### src/rtl/alu_sequencer.sv
// Multi-cycle ALU control sequencer: decodes an instruction class/function code, then steps
// IDLE -> LOAD -> (SHIFT x shamt) -> DONE. Optional abort input under macro ALU_SEQ_ABORT_EN.
module alu_sequencer (
  input  logic       clk,
  input  logic       rst,
  input  logic       start,
  input  logic [1:0] alu_op,
  input  logic [4:0] funccode,
  input  logic [4:0] shamt,
`ifdef ALU_SEQ_ABORT_EN
  input  logic       abort,
`endif
  output logic       busy,
  output logic       load_en,
  output logic       step_en,
  output logic [2:0] res_op,
  output logic       cin,
  output logic       dir,
  output logic       done
);

  localparam int unsigned CNT_W = 5;
  localparam int unsigned OP_W  = 3;

  localparam logic [1:0] ALU_R = 2'b01;
  localparam logic [1:0] ALU_I = 2'b10;

  localparam logic [OP_W-1:0] OP_ADD  = 3'b000;
  localparam logic [OP_W-1:0] OP_COMP = 3'b001;
  localparam logic [OP_W-1:0] OP_AND  = 3'b010;
  localparam logic [OP_W-1:0] OP_XOR  = 3'b011;
  localparam logic [OP_W-1:0] OP_SHL  = 3'b100;
  localparam logic [OP_W-1:0] OP_SHA  = 3'b101;

  typedef enum logic [1:0] {
    S_IDLE  = 2'b00,
    S_LOAD  = 2'b01,
    S_SHIFT = 2'b10,
    S_DONE  = 2'b11
  } state_t;

  state_t            state, state_next;
  logic              accept;
  logic [CNT_W-1:0]  cnt;
  logic              shift_q;
  logic [OP_W-1:0]   dec_op;
  logic              dec_dir;
  logic              dec_shift;

  // Instruction decode; only consumed on the accepting edge.
  always_comb begin
    dec_op    = OP_ADD;
    dec_dir   = 1'b0;
    dec_shift = 1'b0;
    case (alu_op)
      ALU_I: if (funccode == 5'b00001) dec_op = OP_COMP;
      ALU_R: begin
        case (funccode)
          5'b00001: dec_op = OP_COMP;
          5'b00010: dec_op = OP_AND;
          5'b00011: dec_op = OP_XOR;
          5'b00100, 5'b00101: begin dec_op = OP_SHL; dec_shift = 1'b1; end
          5'b00110, 5'b00111: begin dec_op = OP_SHL; dec_dir = 1'b1; dec_shift = 1'b1; end
          5'b01000, 5'b01001: begin dec_op = OP_SHA; dec_shift = 1'b1; end
          default: ;
        endcase
      end
      default: ;
    endcase
  end

  always_ff @(posedge clk or negedge rst) begin
    if (!rst) state <= S_IDLE;
    else      state <= state_next;
  end

  // Next-state logic; abort (when built in) overrides everything except DONE.
  always_comb begin
    state_next = state;
    accept     = 1'b0;
    case (state)
      S_IDLE:  if (start) begin state_next = S_LOAD; accept = 1'b1; end
      S_LOAD:  state_next = (shift_q && cnt != '0) ? S_SHIFT : S_DONE;
      S_SHIFT: if (cnt == CNT_W'(1)) state_next = S_DONE;
      S_DONE:  state_next = S_IDLE;
      default: state_next = S_IDLE;
    endcase
`ifdef ALU_SEQ_ABORT_EN
    if (abort && state != S_DONE) begin
      state_next = S_IDLE;
      accept     = 1'b0;
    end
`endif
  end

  // Registered outputs track the next state so they line up with the state register.
  always_ff @(posedge clk or negedge rst) begin
    if (!rst) begin
      busy    <= 1'b0;
      load_en <= 1'b0;
      step_en <= 1'b0;
      done    <= 1'b0;
      res_op  <= OP_ADD;
      cin     <= 1'b0;
      dir     <= 1'b0;
      shift_q <= 1'b0;
      cnt     <= '0;
    end else begin
      busy    <= (state_next != S_IDLE);
      load_en <= (state_next == S_LOAD);
      step_en <= (state_next == S_SHIFT);
      done    <= (state_next == S_DONE);
      if (accept) begin
        res_op  <= dec_op;
        cin     <= 1'b0;
        dir     <= dec_dir;
        shift_q <= dec_shift;
        cnt     <= shamt;
      end else if (state == S_SHIFT) begin
        cnt <= cnt - CNT_W'(1);
      end
    end
  end

endmodule

### config.mk
export PLATFORM = sky130hd
export DESIGN_NAME = alu_sequencer
export DESIGN_NICKNAME = d
export VERILOG_FILES = /design/src/rtl/alu_sequencer.sv
export SDC_FILE = /design/constraint.sdc
export NUM_CORES = 1
export LEC_CHECK = 0
export CELL_PAD_IN_SITES_DETAIL_PLACEMENT = 0
export CELL_PAD_IN_SITES_GLOBAL_PLACEMENT = 1
export CORE_ASPECT_RATIO = 1.25
export CORE_MARGIN = 4
export CORE_UTILIZATION = 38
export CTS_CLUSTER_SIZE = 40
export DETAILED_ROUTE_END_ITERATION = 12
export PLACE_DENSITY_LB_ADDON = 0.25
export SYNTH_ARGS = -nofsm -noshare
export SYNTH_HDL_FRONTEND = slang
export SYNTH_SLANG_ARGS = --single-unit
### constraint.sdc
create_clock -name clk -period 3.6 [get_ports clk]
set_input_delay 0.72 -clock clk [delete_from_list [all_inputs] [get_ports clk]]
set_output_delay 0.72 -clock clk [all_outputs]
set_load 0.005 [all_outputs]
# [After elaboration in Yosys (flattened, before gate mapping)]
# Index checks and enable logic that the tools add are counted.
[totals] register_bits=16 input_bits=15 out_inout_bits=9 elab_cells=52
[classes] addsub=1 n_eq_ne=18 n_mux=15 reduce_logical=9
[op_table] cell="$eq A5 B3 Y1 const B" count=4
[op_table] cell="$pmux W3 S5" count=1
[op_table] cell="$eq A2 B2 Y1 const B" count=5
[op_table] cell="$eq A5 B1 Y1 const B" count=2
[op_table] cell="$eq A5 B2 Y1 const B" count=2
[op_table] cell="$eq A5 B4 Y1 const B" count=2
[op_table] cell="$mux W5" count=2
[op_table] cell="$mux W1" count=8
[op_table] cell="$pmux W2 S4" count=1
[op_table] cell="$eq A2 B1 Y1 const B" count=3
[op_table] cell="$pmux W3 S2" count=1
[op_table] cell="$reduce_or A6 Y1" count=1
[op_table] cell="$reduce_bool A5 Y1" count=1
[op_table] cell="$sub A5 B1 Y5 const B" count=1
[op_table] cell="$mux W2" count=2
[op_table] cell="$reduce_bool A2 Y1" count=2
[op_table] cell="$reduce_or A2 Y1" count=2
[op_table] cell="$reduce_or A4 Y1" count=1
[op_table] cell="$logic_not A2 Y1" count=1
[op_table] cell="$logic_and A1 B1 Y1" count=1

# [Depth between registers and ports, before layout]
[depth] depth_word=5 ltp_mapped=6 mapped_depth_nobuf=5

# [Least setup slack after synthesis]
# No wires, ideal clock.
[synth_path] kind="input to register" start="input alu_op[0]" end="register res_op[0]" setup_time_ps=110 arrival_ps=1600 required_time_ps=3490 path_slack_ps=1890 cell_stages=5 n_path_buf=0 cell_sequence="inv_1 -> ha_1 -> nor3_1 -> o21ai_0 -> o41ai_1"
[synth_via] elab_chain_cells=2 elab_cells_between_ends=3 classes_between="eq/ne (2); mux (1)"
[synth_rtl] item="start: declaration" line="7" rtl="input logic [1:0] alu_op,"
[synth_rtl] item="$eq A2 B1 Y1 or $eq A2 B2 Y1 (tied branches)" line="55" rtl="case (alu_op)"
[synth_rtl] item="$pmux W3 S2 (*)" line="55"
[synth_rtl] item="end signal: assignment" line="114" rtl="res_op <= dec_op;"
[synth_rtl] item="end: declaration" line="16" rtl="output logic [2:0] res_op,"
# Every way passes the cells marked *; elsewhere a longest branch is shown, timed or not.
# A chain may end at the register's enable or synchronous reset.

# [Final worst setup path]
# Same ends and word-level chain as after synthesis.

==> results.ini <==
[final_layout]
drive_above_1_share=0.03540
area_growth_pct=30.38
antenna_cells=0
layout_commonest_cell=clkdlybuf4s50_1
fin_nets=139
layout_common_cells=clkdlybuf4s50_1, dfrtp_1, ha_1
multiInputGateArea_um2=447.9
nFillCells=208
seqCellArea_um2=400.4
stdcell_count=144

[clock_network]
cts_resized=0
cts_root_buf=clkbuf_4
cts_tree=done
htree_levels=1
cts_made_buffers=3
clkSlewWorstSetupHoldPaths_ps=80
postCtsSetupRepairBufs=0
clock-sinks=16
cts_hold_buffers=0
clockBufferDepth=2
clk_latency_ps=280

[pwr]
swShare=0.3622
combPwrFrac=0.458
irDropWorstVdd_mv=0.2425
finalPower_mw=0.7044
power_switching_mw=0.2551
internal_power_mw=0.4493
pwr-share-seq=0.411
leakagePower_nw=0.5022
clockPowerShare=0.130
pwr_density_cell_mw_per_mm2=607.3

[die]
rows=19
core_mm2=0.002211
die_h_um=62.10
initial_utilization=0.4024
io_pins=24
dieArea_mm2=0.003184
die_w_um=51.28

[route]
vias_per_cell=5.083
vias=732
wire_per_inst_um=12.01
routed_wl_um=1730
firstDrtPassIters=4
ant_nets=0
drc_errors=0
drtIter0Drc=15

[setup_path]
startpoint=alu_op[0]
cp_cell_sequence=clkdlybuf4s50_1, inv_1, ha_1, nor3_1, o21ai_0, o41ai_1
rr_startpoint=cnt[1]
r2r_end=step_en
crit_end=res_op[0]
crit_fanout=3
arrival_ps=2180
slowest_stage=clkdlybuf4s50_1
reg2regPathDepth=5
cp-start-kind=input pin
critical-path-max-stage-delay_ps=470
r2r_slack_ps=1820
crit_type=in -> reg
worstPathRequired_ps=3770
worstSetupEndpointType=flop

[timing]
min_period_ps=2007
drv_slew=0
worst_pin_slew_ps=704.0
relSlewSlack=0.5292
fin_crit_sh=0.5575
fmax_ghz=0.4982
hold_viol=0
setup_tns_ps=0
rsz0062_at_grt=no
setup_viol=0
skew_ps=6.274

[logic_synthesis]
synth_fp_nets=114
ys_async_sr_fraction=1.000
synth_cells=90
synth_ff_type=dfrtp_1
syn_area_um2=889.6
synth.avg_cell_area_um2=9.884
ys_warn_count=0
synth_edf_count=0
ys_types=30
synth-seq-area-share=0.4501
ys_seq_elements=16

[global_routing]
antenna_found_initial=0
use_met1=0.1317
met2_usage=0.2192
grt_max_degree=19
grt_pass1_wl_um=2780
grt-ovfl-total=0
grt.busiest_layer=met2
track_usage=0.1170
grt_pass1_vias=678
gr-usage-met3=0.02387

[job]
drv_cap=0

[place]
gp_congestion=0.7720
io_buffers=22
hpwlAfterDp_um=1356
dpl.cell_count=141

[worst_hold_path]
hold_path.class=reg -> reg

[status]
outcome=completed

==> layout make-up <==
class,count,area share
multi-input cells,64,0.3862
flip-flops and latches,16,0.3452
repair buffers,22,0.1899
well taps,31,0.03344
inverters,8,0.02589
clock buffers,3,0.01942
==> worst max-delay path, delay by kind of cell <==
kind | cells | cell delay [ps]
buf+inv | 2 | 520
compound gates | 2 | 440
fa+ha+maj | 1 | 320
simple gates | 1 | 180
==> cells in the mapped netlist, drive strengths merged, types with 5 or more instances <==
cell type	count	area, µm²
a21oi	5	25.02
o21ai	5	25.02
inv	8	30.03
nand2	8	30.03
dfrtp	16	400.4
nor2	8	30.03
ha	9	112.6
==> metal layers <==
layer	wire length, µm	vias to the layer above
li1	-	364
met1	736	346
met2	913	22
met3	80	0
met4	0	0
met5	0	-
==> worst min-delay path by stage <==
stage	from	to	slack, ps	cells after the start
floorplan	rst	busy	420	0
global route	res_op[0]	res_op[0]	530	2
CTS	shift_q	shift_q	500	2
global placement	shift_q	shift_q	470	2
detailed placement	res_op[0]	res_op[0]	480	2
finish	res_op[0]	res_op[0]	500	2
==> power by group through the flow <==
stage	Combinational, mW	Clock [mW]	Sequential [mW]
floorplan	0.224	0	0.288
global placement	0.322	0	0.293
detailed placement	0.329	0	0.295
CTS	0.330	0.0929	0.291
global route	0.372	0.103	0.299
finish	0.323	0.0917	0.290
==> metrics by stage <==
| step | worst slack (ps) | instance area, µm² | hold WS, ps | util |
|---|---|---|---|---|
| after floorplan | 1890 | 889.6 | 424.4 | - |
| after global placement | 1340 | 1137 | 466.3 | 0.5144 |
| after detailed placement | 1278 | 1137 | 478.0 | 0.5144 |
| after CTS | 1587 | 1160 | 499.5 | 0.5246 |
| after global routing | 1505 | 1160 | 530.1 | 0.5246 |
| final | 1593 | 1160 | 498.7 | 0.5246 |
==> state kept, by name (all words and copies together) (netlist names) <==
| signal | flops |
|---|---|
| done | 1 |
| state | 2 |
| busy | 1 |
| cnt | 5 |
| res_op | 3 |
| shift_q | 1 |
| dir | 1 |
| load_en | 1 |
| step_en | 1 |
==> kinds of logic after synthesis <==
family | share of synthesized area
simple gates | 0.1828
xor+xnor | 0.02954
flops | 0.4501
fa+ha+maj | 0.1266
mux | 0.02391
buf+inv | 0.04641
compound gates | 0.1364
other cells | 0.004215
Power figures use the tool's default switching activity.
